`src/rtl/axi_lite_slave_ctrl_pkg.sv`:
```
// axi_lite_slave_ctrl_pkg: shared response codes, FSM state types and default watchdog length.
package axi_lite_pkg;
    localparam logic [1:0] RESP_OKAY   = 2'b00;
    localparam logic [1:0] RESP_SLVERR = 2'b10;
    localparam int TIMEOUT_CYC_DEF = 256;
    typedef enum logic [1:0] {W_IDLE, W_EXEC, W_RESP} wr_state_t;
    typedef enum logic [1:0] {R_IDLE, R_EXEC, R_RESP} rd_state_t;
endpackage

```
`src/rtl/axi_lite_slave_ctrl_if.sv`:
```
// axi_lite_slave_ctrl_if: AXI4-Lite bus bundle between the PS GP port and the slave front-end.
interface axi_lite_if #(
    parameter int ADDR_W = 32,
    parameter int DATA_W = 32
);
    logic [ADDR_W-1:0]   awaddr;
    logic                awvalid;
    logic                awready;
    logic [DATA_W-1:0]   wdata;
    logic [DATA_W/8-1:0] wstrb;
    logic                wvalid;
    logic                wready;
    logic [1:0]          bresp;
    logic                bvalid;
    logic                bready;
    logic [ADDR_W-1:0]   araddr;
    logic                arvalid;
    logic                arready;
    logic [DATA_W-1:0]   rdata;
    logic [1:0]          rresp;
    logic                rvalid;
    logic                rready;
    modport slave (
        input  awaddr, awvalid, wdata, wstrb, wvalid, bready, araddr, arvalid, rready,
        output awready, wready, bresp, bvalid, arready, rdata, rresp, rvalid
    );
    modport master (
        output awaddr, awvalid, wdata, wstrb, wvalid, bready, araddr, arvalid, rready,
        input  awready, wready, bresp, bvalid, arready, rdata, rresp, rvalid
    );
endinterface

```
`src/rtl/axi_lite_slave_ctrl_timer.sv`:
```
// axi_txn_timer: saturating request watchdog, expired once the count reaches TIMEOUT_CYC-1.
import axi_lite_pkg::*;
module axi_txn_timer #(
    parameter int TIMEOUT_CYC = TIMEOUT_CYC_DEF
) (
    input  logic clk,
    input  logic rst_n,
    input  logic clear_i,
    input  logic en_i,
    output logic expired_o
);
    localparam int W = (TIMEOUT_CYC > 1) ? $clog2(TIMEOUT_CYC) : 1;
    localparam logic [W-1:0] LAST = W'(TIMEOUT_CYC - 1);
    logic [W-1:0] cnt_q, cnt_d;
    assign expired_o = cnt_q == LAST;
    always_comb cnt_d = clear_i ? '0 : (en_i && !expired_o) ? cnt_q + W'(1) : cnt_q;
    always_ff @(posedge clk or negedge rst_n)
        if (!rst_n) cnt_q <= '0;
        else        cnt_q <= cnt_d;
endmodule

```
`src/rtl/axi_lite_slave_ctrl.sv`:
```
// axi_lite_slave_ctrl: AXI4-Lite slave that turns bus transactions into held we/re back-end requests,
// with a per-path watchdog that answers SLVERR when the back-end never signals done.
import axi_lite_pkg::*;
module axi_lite_slave_ctrl #(
    parameter int ADDR_W      = 32,
    parameter int DATA_W      = 32,
    parameter int TIMEOUT_CYC = TIMEOUT_CYC_DEF
) (
    input  logic              clk,
    input  logic              rst_n,
    axi_lite_if.slave         s_axi,
    output logic              we,
    output logic [ADDR_W-1:0] waddr,
    output logic [DATA_W-1:0] wdata,
    input  logic              wdone,
    output logic              re,
    output logic [ADDR_W-1:0] raddr,
    input  logic [DATA_W-1:0] rdata,
    input  logic              rdone
);
    wr_state_t           wr_q;
    rd_state_t           rd_q;
    logic                init_q, aw_held_q, w_held_q;
    logic [ADDR_W-1:0]   waddr_q, raddr_q;
    logic [DATA_W-1:0]   wdata_q, rdata_q;
    logic [DATA_W/8-1:0] wstrb_q;
    logic [1:0]          bresp_q, rresp_q;
    logic                aw_hs, w_hs, full, w_exp, r_exp;
    // init_q keeps every ready low until the first edge after reset release
    assign s_axi.awready = init_q && wr_q == W_IDLE && !aw_held_q;
    assign s_axi.wready  = init_q && wr_q == W_IDLE && !w_held_q;
    assign s_axi.arready = init_q && rd_q == R_IDLE;
    assign s_axi.bvalid  = wr_q == W_RESP;
    assign s_axi.bresp   = bresp_q;
    assign s_axi.rvalid  = rd_q == R_RESP;
    assign s_axi.rresp   = rresp_q;
    assign s_axi.rdata   = rdata_q;
    assign we    = wr_q == W_EXEC;
    assign waddr = waddr_q;
    assign wdata = wdata_q;
    assign re    = rd_q == R_EXEC;
    assign raddr = raddr_q;
    assign aw_hs = s_axi.awvalid && s_axi.awready;
    assign w_hs  = s_axi.wvalid && s_axi.wready;
    assign full  = (w_held_q ? wstrb_q : s_axi.wstrb) == '1;
    axi_txn_timer #(.TIMEOUT_CYC(TIMEOUT_CYC)) u_wtimer (
        .clk(clk), .rst_n(rst_n), .clear_i(wr_q != W_EXEC), .en_i(wr_q == W_EXEC), .expired_o(w_exp)
    );
    axi_txn_timer #(.TIMEOUT_CYC(TIMEOUT_CYC)) u_rtimer (
        .clk(clk), .rst_n(rst_n), .clear_i(rd_q != R_EXEC), .en_i(rd_q == R_EXEC), .expired_o(r_exp)
    );
    always_ff @(posedge clk or negedge rst_n)
        if (!rst_n) init_q <= 1'b0;
        else        init_q <= 1'b1;
    always_ff @(posedge clk or negedge rst_n)
        if (!rst_n) begin
            wr_q      <= W_IDLE;
            aw_held_q <= 1'b0;
            w_held_q  <= 1'b0;
            waddr_q   <= '0;
            wdata_q   <= '0;
            wstrb_q   <= '0;
            bresp_q   <= RESP_OKAY;
        end else begin
            case (wr_q)
                W_IDLE: begin
                    if (aw_hs) begin
                        aw_held_q <= 1'b1;
                        waddr_q   <= s_axi.awaddr;
                    end
                    if (w_hs) begin
                        w_held_q <= 1'b1;
                        wdata_q  <= s_axi.wdata;
                        wstrb_q  <= s_axi.wstrb;
                    end
                    // partial writes skip the back-end and answer SLVERR straight away
                    if ((aw_held_q || aw_hs) && (w_held_q || w_hs)) begin
                        wr_q    <= full ? W_EXEC : W_RESP;
                        bresp_q <= full ? RESP_OKAY : RESP_SLVERR;
                    end
                end
                W_EXEC: if (wdone || w_exp) begin
                    wr_q    <= W_RESP;
                    bresp_q <= wdone ? RESP_OKAY : RESP_SLVERR;
                end
                W_RESP: if (s_axi.bready) begin
                    wr_q      <= W_IDLE;
                    aw_held_q <= 1'b0;
                    w_held_q  <= 1'b0;
                end
                default: wr_q <= W_IDLE;
            endcase
        end
    always_ff @(posedge clk or negedge rst_n)
        if (!rst_n) begin
            rd_q    <= R_IDLE;
            raddr_q <= '0;
            rdata_q <= '0;
            rresp_q <= RESP_OKAY;
        end else begin
            case (rd_q)
                R_IDLE: if (s_axi.arvalid && s_axi.arready) begin
                    rd_q    <= R_EXEC;
                    raddr_q <= s_axi.araddr;
                end
                R_EXEC: if (rdone || r_exp) begin
                    rd_q    <= R_RESP;
                    rdata_q <= rdone ? rdata : '0;
                    rresp_q <= rdone ? RESP_OKAY : RESP_SLVERR;
                end
                R_RESP: if (s_axi.rready) rd_q <= R_IDLE;
                default: rd_q <= R_IDLE;
            endcase
        end
endmodule

```
`src/flat_wrapper.sv`:
```
// flat-port wrapper written by rule: the top's interface ports become plain ports
module axi_lite_slave_ctrl_flat 
#(
    parameter int ADDR_W      = 32,
    parameter int DATA_W      = 32,
    parameter int TIMEOUT_CYC = TIMEOUT_CYC_DEF
)
  (clk, rst_n, we, waddr, wdata, wdone, re, raddr, rdata, rdone, s_axi_awaddr, s_axi_awvalid, s_axi_wdata, s_axi_wstrb, s_axi_wvalid, s_axi_bready, s_axi_araddr, s_axi_arvalid, s_axi_rready, s_axi_awready, s_axi_wready, s_axi_bresp, s_axi_bvalid, s_axi_arready, s_axi_rdata, s_axi_rresp, s_axi_rvalid);
  axi_lite_if #(.ADDR_W(ADDR_W), .DATA_W(DATA_W)) s_axi_i ();
  input  logic clk;
  input  logic rst_n;
  output logic we;
  output logic [ADDR_W-1:0] waddr;
  output logic [DATA_W-1:0] wdata;
  input  logic wdone;
  output logic re;
  output logic [ADDR_W-1:0] raddr;
  input  logic [DATA_W-1:0] rdata;
  input  logic rdone;
  input wire logic [$bits(s_axi_i.awaddr)-1:0] s_axi_awaddr;
  input wire logic [$bits(s_axi_i.awvalid)-1:0] s_axi_awvalid;
  input wire logic [$bits(s_axi_i.wdata)-1:0] s_axi_wdata;
  input wire logic [$bits(s_axi_i.wstrb)-1:0] s_axi_wstrb;
  input wire logic [$bits(s_axi_i.wvalid)-1:0] s_axi_wvalid;
  input wire logic [$bits(s_axi_i.bready)-1:0] s_axi_bready;
  input wire logic [$bits(s_axi_i.araddr)-1:0] s_axi_araddr;
  input wire logic [$bits(s_axi_i.arvalid)-1:0] s_axi_arvalid;
  input wire logic [$bits(s_axi_i.rready)-1:0] s_axi_rready;
  output wire logic [$bits(s_axi_i.awready)-1:0] s_axi_awready;
  output wire logic [$bits(s_axi_i.wready)-1:0] s_axi_wready;
  output wire logic [$bits(s_axi_i.bresp)-1:0] s_axi_bresp;
  output wire logic [$bits(s_axi_i.bvalid)-1:0] s_axi_bvalid;
  output wire logic [$bits(s_axi_i.arready)-1:0] s_axi_arready;
  output wire logic [$bits(s_axi_i.rdata)-1:0] s_axi_rdata;
  output wire logic [$bits(s_axi_i.rresp)-1:0] s_axi_rresp;
  output wire logic [$bits(s_axi_i.rvalid)-1:0] s_axi_rvalid;
  assign s_axi_i.awaddr = s_axi_awaddr;
  assign s_axi_i.awvalid = s_axi_awvalid;
  assign s_axi_i.wdata = s_axi_wdata;
  assign s_axi_i.wstrb = s_axi_wstrb;
  assign s_axi_i.wvalid = s_axi_wvalid;
  assign s_axi_i.bready = s_axi_bready;
  assign s_axi_i.araddr = s_axi_araddr;
  assign s_axi_i.arvalid = s_axi_arvalid;
  assign s_axi_i.rready = s_axi_rready;
  assign s_axi_awready = s_axi_i.awready;
  assign s_axi_wready = s_axi_i.wready;
  assign s_axi_bresp = s_axi_i.bresp;
  assign s_axi_bvalid = s_axi_i.bvalid;
  assign s_axi_arready = s_axi_i.arready;
  assign s_axi_rdata = s_axi_i.rdata;
  assign s_axi_rresp = s_axi_i.rresp;
  assign s_axi_rvalid = s_axi_i.rvalid;
  axi_lite_slave_ctrl #(.ADDR_W(ADDR_W), .DATA_W(DATA_W), .TIMEOUT_CYC(TIMEOUT_CYC)) u_core (.clk(clk), .rst_n(rst_n), .s_axi(s_axi_i), .we(we), .waddr(waddr), .wdata(wdata), .wdone(wdone), .re(re), .raddr(raddr), .rdata(rdata), .rdone(rdone));
endmodule
```
`config.mk`:
```
export PLATFORM = sky130hd
export DESIGN_NAME = axi_lite_slave_ctrl_flat
export DESIGN_NICKNAME = d
export VERILOG_FILES = /design/src/rtl/axi_lite_slave_ctrl_pkg.sv /design/src/rtl/axi_lite_slave_ctrl_if.sv /design/src/rtl/axi_lite_slave_ctrl_timer.sv /design/src/rtl/axi_lite_slave_ctrl.sv /design/src/flat_wrapper.sv
export SDC_FILE = /design/constraint.sdc
export NUM_CORES = 1
export LEC_CHECK = 0
export ABC_AREA = 1
export CAP_MARGIN = 20
export CORE_MARGIN = 3
export CORE_UTILIZATION = 38
export CTS_BUF_LIST = sky130_fd_sc_hd__clkbuf_8
export CTS_CLUSTER_DIAMETER = 150
export DETAILED_ROUTE_END_ITERATION = 10
export GPL_TIMING_DRIVEN = 0
export HOLD_SLACK_MARGIN = 0.03
export PLACE_DENSITY = 0.73
export SLEW_MARGIN = 5
export SYNTH_ARGS = -nofsm -noshare
export SYNTH_HDL_FRONTEND = slang
export SYNTH_SLANG_ARGS = --single-unit
```
`constraint.sdc`:
```
create_clock -name clk -period 2.53 [get_ports clk]
set_input_delay 0.506 -clock clk [delete_from_list [all_inputs] [get_ports clk]]
set_output_delay 0.506 -clock clk [all_outputs]
set_load 0.01 [all_outputs]
```
==> results of run 1 <==
critical path, delay by kind of cell, from the launching register on:
kind | cells | cell delay, ps
buffers and inverters | 3 | 950
DFF | 1 | 400
and+or+nand+nor | 1 | 120
cell families after synthesis:
logic type | count (synthesis) | synth area share (%)
compound gates | 26 | 2.539
buf+inv | 57 | 5.212
other cells | 2 | 0.1154
simple gates | 379 | 25.41
flops | 157 | 60.40
mux | 32 | 5.540
xor+xnor | 3 | 0.4040
fa+ha+maj | 2 | 0.3846
report_power, final:
part | internal [mW] | switching, mW | leakage, nW
logic | 2.45 | 1.90 | 2.54
registers | 3.51 | 0.562 | 1.96
clock network | 0.933 | 0.949 | 0.198
total | 6.89 | 3.41 | 4.69
cells in the final DEF (no fill, tap or decap), drive strengths merged, types with 4 or more instances in the layout:
cell,count
a21oi,5
a31oi,4
buf,30
clkbuf,24
clkdlybuf4s50,274
clkinvlp,4
dfrtp,157
inv,31
mux2,32
nand2,272
nand3,80
nor2,20
nor3,5
o21ai,9
sequential cells by signal (all words and copies together), names as in the netlist, 2 cells and up:
| signal | cells |
|---|---|
| u_core.waddr | 32 |
| u_core.s_axi.rdata | 32 |
| u_core.rd_q | 2 |
| u_core.wr_q | 2 |
| u_core.u_wtimer.cnt_q | 8 |
| u_core.raddr | 32 |
| u_core.wstrb_q | 4 |
| u_core.wdata | 32 |
| u_core.u_rtimer.cnt_q | 8 |
cells in the mapped netlist:
cell / instances / area [um2]
nand2_1: 270 / 1013
dfrtp_1: 157 / 3929
nand3_1: 72 / 360.4
mux2_2: 32 / 360.4
inv_1: 19 / 71.32
nor2_1: 15 / 56.30
buf_6: 12 / 135.1
buf_2: 11 / 55.05
o21ai_0: 9 / 45.04
nand3_2: 7 / 70.07
inv_2: 6 / 22.52
a21oi_1: 5 / 25.02
a31oi_1: 4 / 25.02
clkbuf_1: 4 / 15.01
nor2_4: 4 / 45.04
buf_4: 3 / 22.52
nor3_4: 3 / 48.80
o211ai_1: 3 / 22.52
xor2_1: 3 / 26.28
conb_1: 2 / 7.510
ha_1: 2 / 25.02
nand2_2: 2 / 12.51
nor3_1: 2 / 10.01
a22oi_1: 1 / 7.510
a22oi_2: 1 / 12.51
a2bb2oi_1: 1 / 8.760
clkbuf_8: 1 / 13.76
clkinv_1: 1 / 3.750
nand3_4: 1 / 17.52
nand4_1: 1 / 6.260
nor2_2: 1 / 6.260
o2111a_1: 1 / 11.26
o21a_1: 1 / 7.510
or2_2: 1 / 6.260
what timing repair did:
item,in CTS,in global routing
setup buffers,2,0
hold buffers,1,0
setup endpoints to repair,1,0
gates resized for setup,3,0
hold endpoints to repair,62,0
metrics by stage:
stage | worst slack (ps) | TNS (ps)
2_1_floorplan | 956.4 | 0
3_5_place_dp | 211.7 | 0
4_1_cts | 78.19 | 0
6_report | 125.3 | 0
5_1_grt | 13.45 | 0
3_3_place_gp | -5679 | -889020
final cells by class:
class                           instances  area, um2
Buffer                                 31      247.7
Clock buffer                           19      261.5
Timing Repair Buffer                  280       2819
Tap cell                              220      275.3
Clock inverter                         13      137.6
Fill cell                            1466       6634
Sequential cell                       157       3929
Inverter                               26      97.59
Multi-Input combinational cell        445       2241
routing by layer:
metal | part of all wire [%] | wire [um] | GRT usage [%] | vias to the layer above
met5 | 0 | 0 | 0 | -
met3 | 8.2 | 1506 | 7.537 | 22
met1 | 41 | 7441 | 24.16 | 2604
met2 | 49 | 8993 | 31.60 | 171
met4 | 1.8 | 331 | 6.874 | 0
li1 | - | - | - | 2710
how the worst max path moves through the flow:
stage	start	endpoint	slack, ps
3_3_place_gp	rst_n	u_core.raddr[31]$_DFFE_PN0P_	-5680
6_report	u_core.wr_q[0]$_DFFE_PN0P_	we	130
3_5_place_dp	u_core.wr_q[0]$_DFFE_PN0P_	s_axi_awready	210
5_1_grt	u_core.wr_q[0]$_DFFE_PN0P_	we	10
2_1_floorplan	u_core.wr_q[0]$_DFFE_PN0P_	s_axi_awready	960
4_1_cts	u_core.wr_q[0]$_DFFE_PN0P_	we	80
==> results_dict.tcl, run 1 <==
set metrics [dict create \
    die_x_um 136.8 \
    critPathMaxFanout 8 \
    drc 0 \
    period_share_pct 95.05 \
    yosysWarnings 0 \
    rrSetupSlack_ps 820 \
    grt_pass1_wl_mm 28.49 \
    max_freq_mhz 415.9 \
    seq_area_frac_synth_pct 60.40 \
    cts.path.max_buffers 2 \
    path_clk_slew_ps 80 \
    grt_usage_pct 19.61 \
    cp.arrival_ps 1900 \
    reg2reg_to "u_core.raddr[23]$_DFFE_PN0P_" \
    place_congestion 0.7988 \
    critical_path.cell_chain "buf_4 -> nand2_1 -> clkinv_1 -> clkdlybuf4s50_1" \
    grt_pass1_vias 5466 \
    min_path_type "register to register" \
    dp_hpwl_mm 13.69 \
    synth_area_um2 6505 \
    nets 1101 \
    clk_latency_ps 440 \
    finalHoldViolCount 0 \
    yosysUniqueCellTypes 34 \
    holdPathEnd "u_core.waddr[28]$_DFFE_PN0P_" \
    finalInstanceArea_um2 10010 \
    cts.sinks 157 \
    grt_max_degree 90 \
    power_mw 10.30 \
    ant_nets 0 \
    worstSetupEndpointType "output pin" \
    slew_headroom_pct 64.28 \
    tightestPinTransition_ps 535.7 \
    critPathMaxStageDelay_ps 560 \
    fin_cells 1191 \
    reg2reg_depth 5 \
    drt_iter0_drc 251 \
    synth.avg_cell_area_um2 9.886 \
    fin_skew_ps 19.55 \
    setup_viol 0 \
    cpMaxStageDelayCell "clkdlybuf4s50_1" \
    drt_pass1_iterations 4 \
    wl_per_cell_um 15.34 \
    leakagePower_nw 4.694 \
    area_growth_pct 53.86 \
    r2r-start "u_core.init_q$_DFF_PN0_" \
    cts-buffers-inserted 17 \
    rsz0062_at_grt "no" \
    cts_tree "built" \
    htree_num_levels 4 \
    min_from "u_core.waddr[28]$_DFFE_PN0P_" \
    core_area_um2 16640 \
    ys_ff_latch 157 \
    io_buffers 276 \
    drive_gt1_share_pct 12.26 \
    placed_cells 1156 \
    root_buffer "clkbuf_8" \
    synth_cells 658 \
    place_area_um2 9579 \
    pin_count 280 \
    num_vias 5507 \
    power_density_nw_per_um2 1029 \
    min_period_ps 2405 \
    wl_mm 18.27 \
    die_area_um2 18720 \
    n_antenna_cell 0 \
    hold_depth 2 \
    finalMaxSlewViolations 0 \
    crit_type "register to output pin" \
    antenna_found_initial 0 \
    viasPerCell 4.624 \
    critPathRequiredTime_ps 2020 \
    final_core_util_pct 60.14 \
    timing.hold.ws_ps 475.5 \
    status "finished, final reports clean" \
    drv_cap 0 \
    peakVddDrop_mv 0.4992 \
    cp-start-kind "register" \
    start_util_pct 39.09 \
    rows 47 \
    die_h_um 136.8 \
    grt_overflow 0 \
]
No activity file was read; power rests on OpenSTA's default activity.
==> run 2: changes to the inputs <==
--- a/config.mk
+++ b/config.mk
@@ -8,13 +8,15 @@
 export ABC_AREA = 1
 export CAP_MARGIN = 20
 export CORE_MARGIN = 3
-export CORE_UTILIZATION = 38
+export CORE_UTILIZATION = 47
 export CTS_BUF_LIST = sky130_fd_sc_hd__clkbuf_8
 export CTS_CLUSTER_DIAMETER = 150
 export DETAILED_ROUTE_END_ITERATION = 10
 export GPL_TIMING_DRIVEN = 0
 export HOLD_SLACK_MARGIN = 0.03
-export PLACE_DENSITY = 0.73
+export PLACE_DENSITY = 0.88
+export RECOVER_POWER = 50
+export SETUP_SLACK_MARGIN = 0.05
 export SLEW_MARGIN = 5
 export SYNTH_ARGS = -nofsm -noshare
 export SYNTH_HDL_FRONTEND = slang
==> run 2 against run 1 <==
- the flow now finishes with violations (capacitance limit, slew limit)
- combinational power about the same
- clock-buffer cell count rose by 4
- register-to-register slack worse by 420 ps
- first-iteration DRC count up 24%
- via count rose by 3.1%
- cell count decreased by 3.5%
- clock skew down 11 ps
- setup slack better by 66 ps
- flip-flop and latch count did not move
==> results_dict.tcl, run 2 (synthesized netlist as in run 1, its figures left out) <==
set metrics [dict create \
    status "finished, violations left" \
    violations "capacitance limit, slew limit" \
    drt_pass1_iterations 5 \
    top_usage_layer "met2" \
    ant_nets 0 \
    power_density_nw_per_um2 1049 \
    core_area_um2 13400 \
    cts-buffers-inserted 17 \
    io_buffers 276 \
    finalHoldViolCount 0 \
    setup_tns_ps 0 \
    tightestPinTransition_ps 1999 \
    worstSetupEndpointType "output pin" \
    internal_power_mw 6.955 \
    max_freq_mhz 427.6 \
    filler_cell_count 955 \
    reg2reg_depth 9 \
    placed_cells 1112 \
    drive_gt1_share_pct 11.10 \
    clk_latency_ps 450 \
    pin_count 280 \
    crit_type "register to output pin" \
    rsz0062_at_grt "no" \
    dp_hpwl_mm 13.81 \
    cp.arrival_ps 1830 \
    grt_max_degree 80 \
    min_path_type "primary input to register" \
    setup_viol 0 \
    met1_usage_pct 28.39 \
    grtUsageMet3_pct 8.946 \
    leakagePower_nw 4.681 \
    die_area_um2 15290 \
    layout_commonest_cell "clkdlybuf4s50_1" \
    switchingPower_mw 3.403 \
    final_core_util_pct 73.71 \
    wl_per_cell_um 16.20 \
    timing.hold.ws_ps 467.8 \
    drt_iter0_drc 310 \
    cp-start-kind "register" \
    multi_input_area_um2 2200 \
    viasPerCell 4.941 \
    start_util_pct 48.54 \
    cts_tree "built" \
    area_growth_pct 51.84 \
    peakVddDrop_mv 0.6785 \
    die_h_um 123.6 \
    place_area_um2 9524 \
    place_congestion 0.8222 \
    setup_ws_ps 191.5 \
    die_x_um 123.6 \
    mostFrequentLayoutCells "clkdlybuf4s50_1, nand2_1, dfrtp_1" \
    nets 1105 \
    rows 42 \
    grt_pass1_wl_mm 28.73 \
    grt_usage_pct 24.62 \
    critPathRequiredTime_ps 2020 \
    antenna_found_initial 0 \
    clockPowerShare_pct 18.4 \
    n_antenna_cell 0 \
    p_sw_share_pct 32.85 \
    finalMaxSlewViolations 79 \
    slew_headroom_pct -33.26 \
    drc 0 \
    power_mw 10.36 \
    min_period_ps 2338 \
    finalInstanceArea_um2 9877 \
    hold_depth 3 \
    grt_overflow 0 \
    use_met2_pct 42.48 \
    cts.path.max_buffers 2 \
    pwr-share-comb_pct 42.1 \
    fin_cells 1149 \
    critPathMaxFanout 3 \
    seqCellArea_um2 3929 \
    cts.sinks 157 \
    grt_pass1_vias 5699 \
    htree_num_levels 4 \
    dp_slack_ps 242.2 \
    wl_mm 18.62 \
    root_buffer "clkbuf_8" \
    num_vias 5677 \
    drv_cap 1 \
    fin_skew_ps 8.195 \
    period_share_pct 92.43 \
    path_clk_slew_ps 80 \
    seqPwrFrac_pct 39.5 \
]
-- run 2: cell count changes in the layout (fill, tap and decap cells not counted), sizes merged --
| cell | delta |
|---|---|
| dlygate4sd3 | -1 |
| buf | -5 |
| clkbuf | +14 |
| inv | -5 |
| clkinvlp | -2 |
| clkinv | +1 |
-- run 2: layout make-up --
class	count	area share [%]
plain buffers	31	1.976
clock buffers	23	3.205
multi-input cells	445	22.27
flip-flops and latches	157	39.78
inverters	26	1.026
well taps	176	2.230
clock inverters	7	0.8741
repair buffers	284	28.64
-- run 2: power by group through the flow --
stage / Clock (mW) / Sequential (mW) / Combinational, mW
floorplan: 0 / 4.52 / 1.28
global placement: 0 / 4.07 / 4.28
detailed placement: 0 / 4.13 / 4.38
CTS: 1.93 / 4.10 / 4.45
global route: 2.03 / 4.21 / 4.73
finish: 1.90 / 4.09 / 4.36
-- run 2: worst max-delay path, cell delays in order (launching register included) --
cell             delay, ps
dfrtp_1                400
nor2_1                 140
inv_1                  140
nor3_4                 140
clkdlybuf4s50_1        560
-- run 2: timing repair --
item,in CTS,in global routing
hold buffers,0,0
pin swaps,2,0
setup endpoints to repair,1,2
resized for setup,3,3
setup buffers,4,3
-- run 2: worst paths after layout --
path,from,to,slack [ps]
min in group asynchronous,rst_n,u_core.wdata[27]$_DFFE_PN0P_,600
setup / recovery,u_core.wr_q[0]$_DFFE_PN0P_,s_axi_wready,190
hold reg to reg,u_core.waddr[19]$_DFFE_PN0P_,u_core.waddr[19]$_DFFE_PN0P_,470
hold / removal,s_axi_awvalid,u_core.waddr[1]$_DFFE_PN0P_,470
max in group asynchronous,rst_n,u_core.s_axi.rdata[1]$_DFFE_PN0P_,730
setup reg to reg,u_core.u_rtimer.cnt_q[0]$_DFFE_PN0P_,u_core.s_axi.rdata[4]$_DFFE_PN0P_,400
-- run 2: per-layer routing --
metal / vias to the layer above / part of all wire [%]
met5: - / 0
met4: 0 / 1.8
met3: 24 / 8.4
met2: 201 / 52
li1: 2706 / -
met1: 2746 / 38
==> run 3: changes to the inputs <==
==> constraint.sdc (replaced) <==
create_clock -name clk -period 2.8 [get_ports clk]
set_input_delay 0.56 -clock clk [delete_from_list [all_inputs] [get_ports clk]]
set_output_delay 0.56 -clock clk [all_outputs]
set_load 0.01 [all_outputs]
==> run 3 against run 2 <==
- the flow still finishes with violations (capacitance limit, slew limit)
- sequential power shrank 9.5%
- sequential share of layout area grew 0.23 points
- cell count fell by 0.52%
- die area unchanged
- utilization shrank 0.42 points
- combinational power down 11%
- total power is 10% lower
- flip-flop and latch count did not move
- worst hold slack improved by 8.1 ps
- via count is 0.88% lower
- highest routed layer unchanged
==> results_dict.tcl, run 3 (synthesized netlist as in run 1, its figures left out) <==
set metrics [dict create \
    status "finished, violations left" \
    violations "capacitance limit, slew limit" \
    drt_iter0_drc 312 \
    io_buffers 276 \
    cts.path.max_buffers 2 \
    leakagePower_nw 4.651 \
    hold_depth 2 \
    die_area_um2 15290 \
    setup_viol 0 \
    start_util_pct 48.54 \
    antenna_found_initial 0 \
    path_clk_slew_ps 80 \
    drt-met1-wl_mm 7.031 \
    grt_pass1_vias 5688 \
    grt_max_degree 80 \
    drt_pass1_iterations 4 \
    worstSetupEndpointType "output pin" \
    power_mw 9.320 \
    rsz0062_at_grt "no" \
    grt_overflow 0 \
    critPathMaxStageDelay_ps 550 \
    fin_skew_ps 9.094 \
    drive_gt1_share_pct 10.34 \
    area_growth_pct 50.97 \
    pin_count 280 \
    cts_tree "built" \
    cpMaxStageDelayCell "clkdlybuf4s50_1" \
    slew_headroom_pct -33.29 \
    ant_nets 0 \
    num_vias 5627 \
    max_freq_mhz 375.8 \
    crit_family "buffers and inverters" \
    finalMaxSlewViolations 79 \
    grt_pass1_wl_mm 28.66 \
    clk_latency_ps 450 \
    final_core_util_pct 73.29 \
    min_from "u_core.waddr[6]$_DFFE_PN0P_" \
    viasPerCell 4.923 \
    crit_buf_inv 3 \
    period_share_pct 95.05 \
    route.met3.wl_mm 1.509 \
    crit_type "register to output pin" \
    dp_hpwl_mm 13.81 \
    htree_num_levels 4 \
    cp-start-kind "register" \
    critPathRequiredTime_ps 2240 \
    cp.arrival_ps 2100 \
    rows 42 \
    cp-startpoint "u_core.wr_q[0]$_DFFE_PN0P_" \
    maxUsedRoutingLayer "met4" \
    switchingPower_mw 3.055 \
    route.met2.wl_mm 9.521 \
    die_x_um 123.6 \
    drv_cap 1 \
    clockPowerShare_pct 18.5 \
    reg2reg_to "u_core.s_axi.rdata[4]$_DFFE_PN0P_" \
    pwr-share-comb_pct 41.9 \
    drc 0 \
    min_path_type "register to register" \
    critPathMaxFanout 10 \
    seqPwrFrac_pct 39.7 \
    cts.sinks 157 \
    wl_per_cell_um 16.14 \
    filler_cell_count 958 \
    nets 1099 \
    rrSetupSlack_ps 660 \
    min_period_ps 2661 \
    n_antenna_cell 0 \
    internal_power_mw 6.265 \
    critical_path.cell_chain "nor2_4 -> inv_1 -> nor3_4 -> buf_4 -> clkdlybuf4s50_1" \
    finalHoldViolCount 0 \
    die_h_um 123.6 \
    grt_usage_pct 24.55 \
    core_area_um2 13400 \
    mostFrequentLayoutCells "clkdlybuf4s50_1, nand2_1, dfrtp_1" \
    layout_commonest_cell "clkdlybuf4s50_1" \
    p_sw_share_pct 32.78 \
    cts-buffers-inserted 17 \
    wl_mm 18.45 \
    tightestPinTransition_ps 1999 \
    holdPathEnd "u_core.waddr[6]$_DFFE_PN0P_" \
    root_buffer "clkbuf_8" \
    place_congestion 0.8222 \
    r2r-start "u_core.u_rtimer.cnt_q[0]$_DFFE_PN0P_" \
    power_density_nw_per_um2 949.0 \
    peakVddDrop_mv 0.6097 \
    reg2reg_depth 9 \
]
## run 3: how the worst max path moves through the flow
stage / end / slack, ps / cells past startpoint
2_1_floorplan: s_axi_awready / 1170 / 4
3_3_place_gp: u_core.raddr[31]$_DFFE_PN0P_ / -5230 / 1
3_5_place_dp: s_axi_awready / 460 / 5
4_1_cts: s_axi_awready / 110 / 5
5_1_grt: s_axi_awready / 40 / 5
6_report: s_axi_awready / 140 / 5
## run 3: layout make-up
cell class | instances | area, um2 | area share [%]
clock buffers | 23 | 316.6 | 3.223
clock inverters | 7 | 86.33 | 0.8791
repair buffers | 278 | 2789 | 28.40
inverters | 26 | 97.59 | 0.9938
plain buffers | 31 | 191.4 | 1.949
well taps | 176 | 220.2 | 2.242
flip-flops and latches | 157 | 3929 | 40.01
multi-input cells | 445 | 2191 | 22.31
## run 3: metal layers
layer,track usage (%),vias up
met5,0,-
met4,8.235,0
met3,8.946,30
met2,42.38,202
met1,28.27,2701
li1,-,2694
## run 3: per-stage QoR
stage / instance area (um2) / hold WS, ps / cells / TNS (ps) / worst slack (ps)
after floorplan: 6509 / 264.4 / 659 / 0 / 1172
after global placement: 9492 / 452.9 / 1111 / -818240 / -5227
after detailed placement: 9524 / 458.1 / 1112 / 0 / 458.2
after CTS: 9937 / 88.21 / 1143 / 0 / 106.3
after global routing: 9821 / 496.8 / 1143 / 0 / 41.10
final: 9821 / 475.9 / 1143 / 0 / 138.7
## run 3: tightest hold or removal path: stages, from the launching register on
cell and delay, ps:
dfrtp_1 340, nand2_1 50, nand2_1 50
## run 3: power groups by stage
stage	sequential [mW]	clock, mW	combinational (mW)
2_1_floorplan	4.09	0	1.16
4_1_cts	3.70	1.74	4.00
5_1_grt	3.81	1.84	4.24
3_5_place_dp	3.73	0	3.95
6_report	3.70	1.72	3.90
3_3_place_gp	3.68	0	3.86
## run 3: timing repair
item                                    CTS  global route
hold endpoints to repair                  0             0
endpoints found under the setup margin    1             1
hold buffers                              0             0
resized for setup                         1             1
pin swaps                                 1             0
buffers inserted                          1             0
==> patch 1, RTL diff (config.mk and constraints of run 3) <==
Re-encode `rd_state_t` (3 states) as one-hot, 3 bits wide.
--- a/src/rtl/axi_lite_slave_ctrl_pkg.sv
+++ b/src/rtl/axi_lite_slave_ctrl_pkg.sv
@@ -6,3 +6,3 @@
     typedef enum logic [1:0] {W_IDLE, W_EXEC, W_RESP} wr_state_t;
-    typedef enum logic [1:0] {R_IDLE, R_EXEC, R_RESP} rd_state_t;
+    typedef enum logic [2:0] {R_IDLE = 3'b001, R_EXEC = 3'b010, R_RESP = 3'b100} rd_state_t;
 endpackage
Formal check against the unedited RTL: no difference found for any inputs over 4 cycles, from zero or initial values and one cycle with rst_n low; so few cycles prove little.
==> patch 1 against run 3 <==
The flow still finishes with violations (max-capacitance violations, max-slew violations); wire length is 0.49% lower; first-iteration DRC count is 37% higher; register-to-register slack worse by 0.10 ns; critical path depth stayed put; non-clock buffer count is 5 higher; synthesized area is 0.17% lower; worst setup slack better by 0.051 ns; power is 3.4% higher; cell count is 7.6% higher; core utilization is 0.49 points higher; cell area is 0.66% higher; count of clock-buffer cells in the layout is 4 lower; sequential cell count is 1 higher.
==> patch 1: results (changes against run 3) <==
| Item | Reported | vs run 3 |
|---|---|---|
| Power dissipated in sequential cells | 3.79 mW | +2% |
| Number of filler cells placed in the layout | 993 | +3.7% |
| Mean number of vias per cell | 4.95 | +0.46% |
| Via count of the first global-routing pass | 6020 | +5.8% |
| Final Max Slew Viols | 64 | -19% |
| # Post-CTS Setup Buffers | 2 | +1 |
| Area taken by flip-flops and latches | 3960 µm² | +0.67% |
| Adder and majority gate portion of the synthesized area | 0.385% | +0.00067 points |
| Flip-flop and latch share of the layout cell area | 40.0% | about the same |
| Main area contributors after synthesis | sky130_fd_sc_hd__dfrtp_1, sky130_fd_sc_hd__nand2_1, sky130_fd_sc_hd__nand3_1 |  |
| Fin crit period | 2.61 ns | -0.0506 ns |
| Pin count of the biggest net entering global routing | 96 | +20% |
| Ranking of synthesized cells by instance count | sky130_fd_sc_hd__nand2_1, sky130_fd_sc_hd__dfrtp_1, sky130_fd_sc_hd__nand3_1, sky130_fd_sc_hd__inv_1, sky130_fd_sc_hd__nor2_1 |  |
| Count of routing violations after the opening detailed-route iteration | 427 | +37% |
| Max-cap violations | 1 | unchanged |
| Mean routed wirelength per cell | 14.9 µm | -7.5% |
| Gr usage total | 24.1% | -0.41 points |
| Max VDD drop | 0.655 mV | +7.4% |
| Amount of wire on met3 after detailed routing | 1240 µm | -18% |
| First-pass GRT wire length | 28900 µm | +0.72% |
| Final HPWL DP | 13500 µm | -2.0% |
| Mux contribution to synthesized area | 0% | -5.5 points |
| Layout sequential cell count | 158 | +0.64% |
| Failing checks | max-capacitance violations, max-slew violations |  |
| Layout inverter count without the clock tree | 31 | +19% |
| Fraction of final layout cells with drive strength greater than 1 | 6.17% | -4.2 points |
| Share of final layout cell area taken by non-clock buffers | 30.3% | -0.035 points |
| Met1 capacity usage during global routing | 28.7% | +0.40 points |
| Clock buffers and inverters, area share | 4.14% | +0.036 points |
| Register share of total power | 39.3% | -0.4 points |
| Multi-input gate area in the final layout | 2190 µm² | -0.11% |
| Count of clock-net buffers in the final layout | 19 | -17% |
| Die extent in x | 124 µm | about the same |
| Post-synthesis compound-gate area fraction | 2.37% | -0.17 points |
| Post-place instance area | 9500 µm² | -0.22% |
| Wire length on met1 | 7220 µm | +2.6% |
| Placement Setup Slack | 0.337 ns | -0.121 ns |
| Share of synthesized area occupied by flip-flops and latches | 60.9% | +0.51 points |
| Count of port buffers added during placement | 275 | -0.36% |
| Post-cts gate resize count | 2 | +1 |
| Status | finished with violations |  |
| Worst Max-Slew Pin Slew | 1.61 ns | -0.390 ns |
| Comb_multi_in | 519 | +17% |
## patch 1: path summary, 6_finish.rpt
kind | endpoint | slack (ns) | cells past startpoint | from
max | s_axi_awready | 0.19 | 5 | u_core.wr_q[0]$_DFFE_PN0P_
min | u_core.s_axi.rdata[18]$_DFFE_PN0P_ | 0.47 | 2 | u_core.s_axi.rdata[18]$_DFFE_PN0P_
max reg2reg | u_core.raddr[28]$_DFFE_PN0P_ | 0.56 | 7 | u_core.rd_q[0]$_DFFE_PN1P_
min reg2reg | u_core.s_axi.rdata[18]$_DFFE_PN0P_ | 0.47 | 2 | u_core.s_axi.rdata[18]$_DFFE_PN0P_
max in group asynchronous | u_core.rd_q[0]$_DFFE_PN1P_ | 1.10 | 2 | rst_n
min in group asynchronous | u_core.waddr[5]$_DFFE_PN0P_ | 0.52 | 1 | rst_n
==> patch 2, RTL diff (flow settings as in run 3) <==
Made on the original files. `ADDR_W` is set to 32 in 3 places; all go to 48.
--- a/src/rtl/axi_lite_slave_ctrl_if.sv
+++ b/src/rtl/axi_lite_slave_ctrl_if.sv
@@ -2,3 +2,3 @@
 interface axi_lite_if #(
-    parameter int ADDR_W = 32,
+    parameter int ADDR_W = 48,
     parameter int DATA_W = 32
--- a/src/rtl/axi_lite_slave_ctrl.sv
+++ b/src/rtl/axi_lite_slave_ctrl.sv
@@ -4,3 +4,3 @@
 module axi_lite_slave_ctrl #(
-    parameter int ADDR_W      = 32,
+    parameter int ADDR_W      = 48,
     parameter int DATA_W      = 32,
--- a/src/flat_wrapper.sv
+++ b/src/flat_wrapper.sv
@@ -3,3 +3,3 @@
 #(
-    parameter int ADDR_W      = 32,
+    parameter int ADDR_W      = 48,
     parameter int DATA_W      = 32,
Interface: changed (resized raddr, s_axi_araddr, s_axi_awaddr and waddr); port bits go from 280 to 344. No check against the original RTL was run, so the function may have changed too.
==> patch 2 against run 3 <==
The flow still finishes with violations (max-capacitance violations, max-slew violations); critical path depth fell by 1; cell area increased by 18%; synthesized area up 17%; fmax rose by 7.1%; cell count is 17% higher; power grew 18%; sequential share of layout area grew 0.71 points; wire length up 21%; register-to-register slack lost 0.08 ns; hold slack improved by 0.0095 ns; worst setup slack improved by 0.18 ns; sequential cell count up 32; highest routed layer unchanged.
==> patch 2: results (changes against run 3) <==
| Item | Reported | vs run 3 |
|---|---|---|
| Status | finished with violations |  |
| Failing checks | max-capacitance violations, max-slew violations |  |
| Critical path's largest stage delay | 0.58 ns | +0.03 ns |
| Placement Setup Slack | 0.747 ns | +0.289 ns |
| Count of routing violations after the opening detailed-route iteration | 285 | -8.7% |
| Final Max Slew Viols | 94 | +19% |
| Synth Area in XOR/XNOR | 0.346% | -0.058 points |
| Fraction of final layout cells with drive strength greater than 1 | 9.90% | -0.44 points |
| Max VDD drop | 0.561 mV | -7.9% |
| Layout inverter count without the clock tree | 27 | +3.8% |
| Count of clock-net buffers in the final layout | 19 | -17% |
| Main area contributors after synthesis | sky130_fd_sc_hd__dfrtp_1, sky130_fd_sc_hd__nand2_1, sky130_fd_sc_hd__mux2_2 |  |
| Gr usage total | 25.2% | +0.66 points |
| Endpoint of the most critical register-to-register path | u_core.waddr[1]$_DFFE_PN0P_ |  |
| Number of vias after detailed routing | 6500 | +16% |
| Post-cts gate resize count | 0 | -1 |
| Adder and majority gate portion of the synthesized area | 0.329% | -0.055 points |
| Pin count of the biggest net entering global routing | 97 | +21% |
| Max-cap violations | 1 | unchanged |
| # Post-CTS Setup Buffers | 0 | -1 |
| Met1 capacity usage during global routing | 27.9% | -0.38 points |
| Number of filler cells placed in the layout | 1028 | +7.3% |
| Met2 wirelength from detailed routing | 11600 µm | +22% |
| Mean routed wirelength per cell | 16.7 µm | +3.3% |
| Largest fanout on the critical path | 5 | -5 |
| Signal buffers | 375 | +21% |
| Clock buffers and inverters, area share | 3.43% | -0.68 points |
| Count of port buffers added during placement | 341 | +24% |
| Final-layout worst hold slack | 0.485 ns | +0.00945 ns |
| First-pass GRT wire length | 34900 µm | +22% |
| Amount of wire on met3 after detailed routing | 1650 µm | +9.5% |
| Share of synthesized area occupied by flip-flops and latches | 62.2% | +1.8 points |
| Leakage Power | 5.51 nW | +18% |
[patch 2: changes by cell type in the layout (fill, tap and decap cells not counted), moves of 3 or more]
cell / run 3 / this run
sky130_fd_sc_hd__clkinv_4: 0 / 3
sky130_fd_sc_hd__mux2_2: 32 / 39
sky130_fd_sc_hd__nand3_2: 7 / 0
sky130_fd_sc_hd__clkdlybuf4s50_1: 275 / 340
sky130_fd_sc_hd__dfrtp_1: 157 / 189
sky130_fd_sc_hd__clkbuf_8: 24 / 19
sky130_fd_sc_hd__nand2_1: 272 / 352
sky130_fd_sc_hd__mux2_4: 0 / 9
sky130_fd_sc_hd__nand3_1: 73 / 48
[patch 2: report_power, final]
part	switching [mW]	total [mW]	internal, mW	leakage, nW
clock	0.969	1.81	0.842	0.195
combinational	2.08	4.74	2.67	2.97
sequential	0.624	4.45	3.82	2.34
total	3.67	11.0	7.33	5.51
[patch 2: through the flow]
| stage | TNS [ns] | utilization, % | std cells |
|---|---|---|---|
| floorplan | 0 | - | 758 |
| global placement | -1261.35 | 72.9 | 1310 |
| detailed placement | 0 | 73.1 | 1311 |
| CTS | 0 | 75.6 | 1342 |
| global route | 0 | 75.0 | 1342 |
| finish | 0 | 75.0 | 1342 |
[patch 2: cell families (layout without fill, tap and decap cells)]
| logic type | count (synthesis) | after routing |
|---|---|---|
| XOR/XNOR | 3 | 3 |
| AND/OR/NAND/NOR | 427 | 427 |
| AO/OA/AOI/OAI | 26 | 26 |
| other | 2 | 3 |
| flip-flops | 189 | 189 |
| buffers and inverters | 60 | 433 |
| multiplexers | 48 | 48 |
| adder cells (fa/ha/maj) | 2 | 2 |
[patch 2: tightest hold or removal path, delay by kind of cell, from the launching register on]
family | cells | cell delay, ns
flip-flops | 1 | 0.35
AND/OR/NAND/NOR | 2 | 0.11
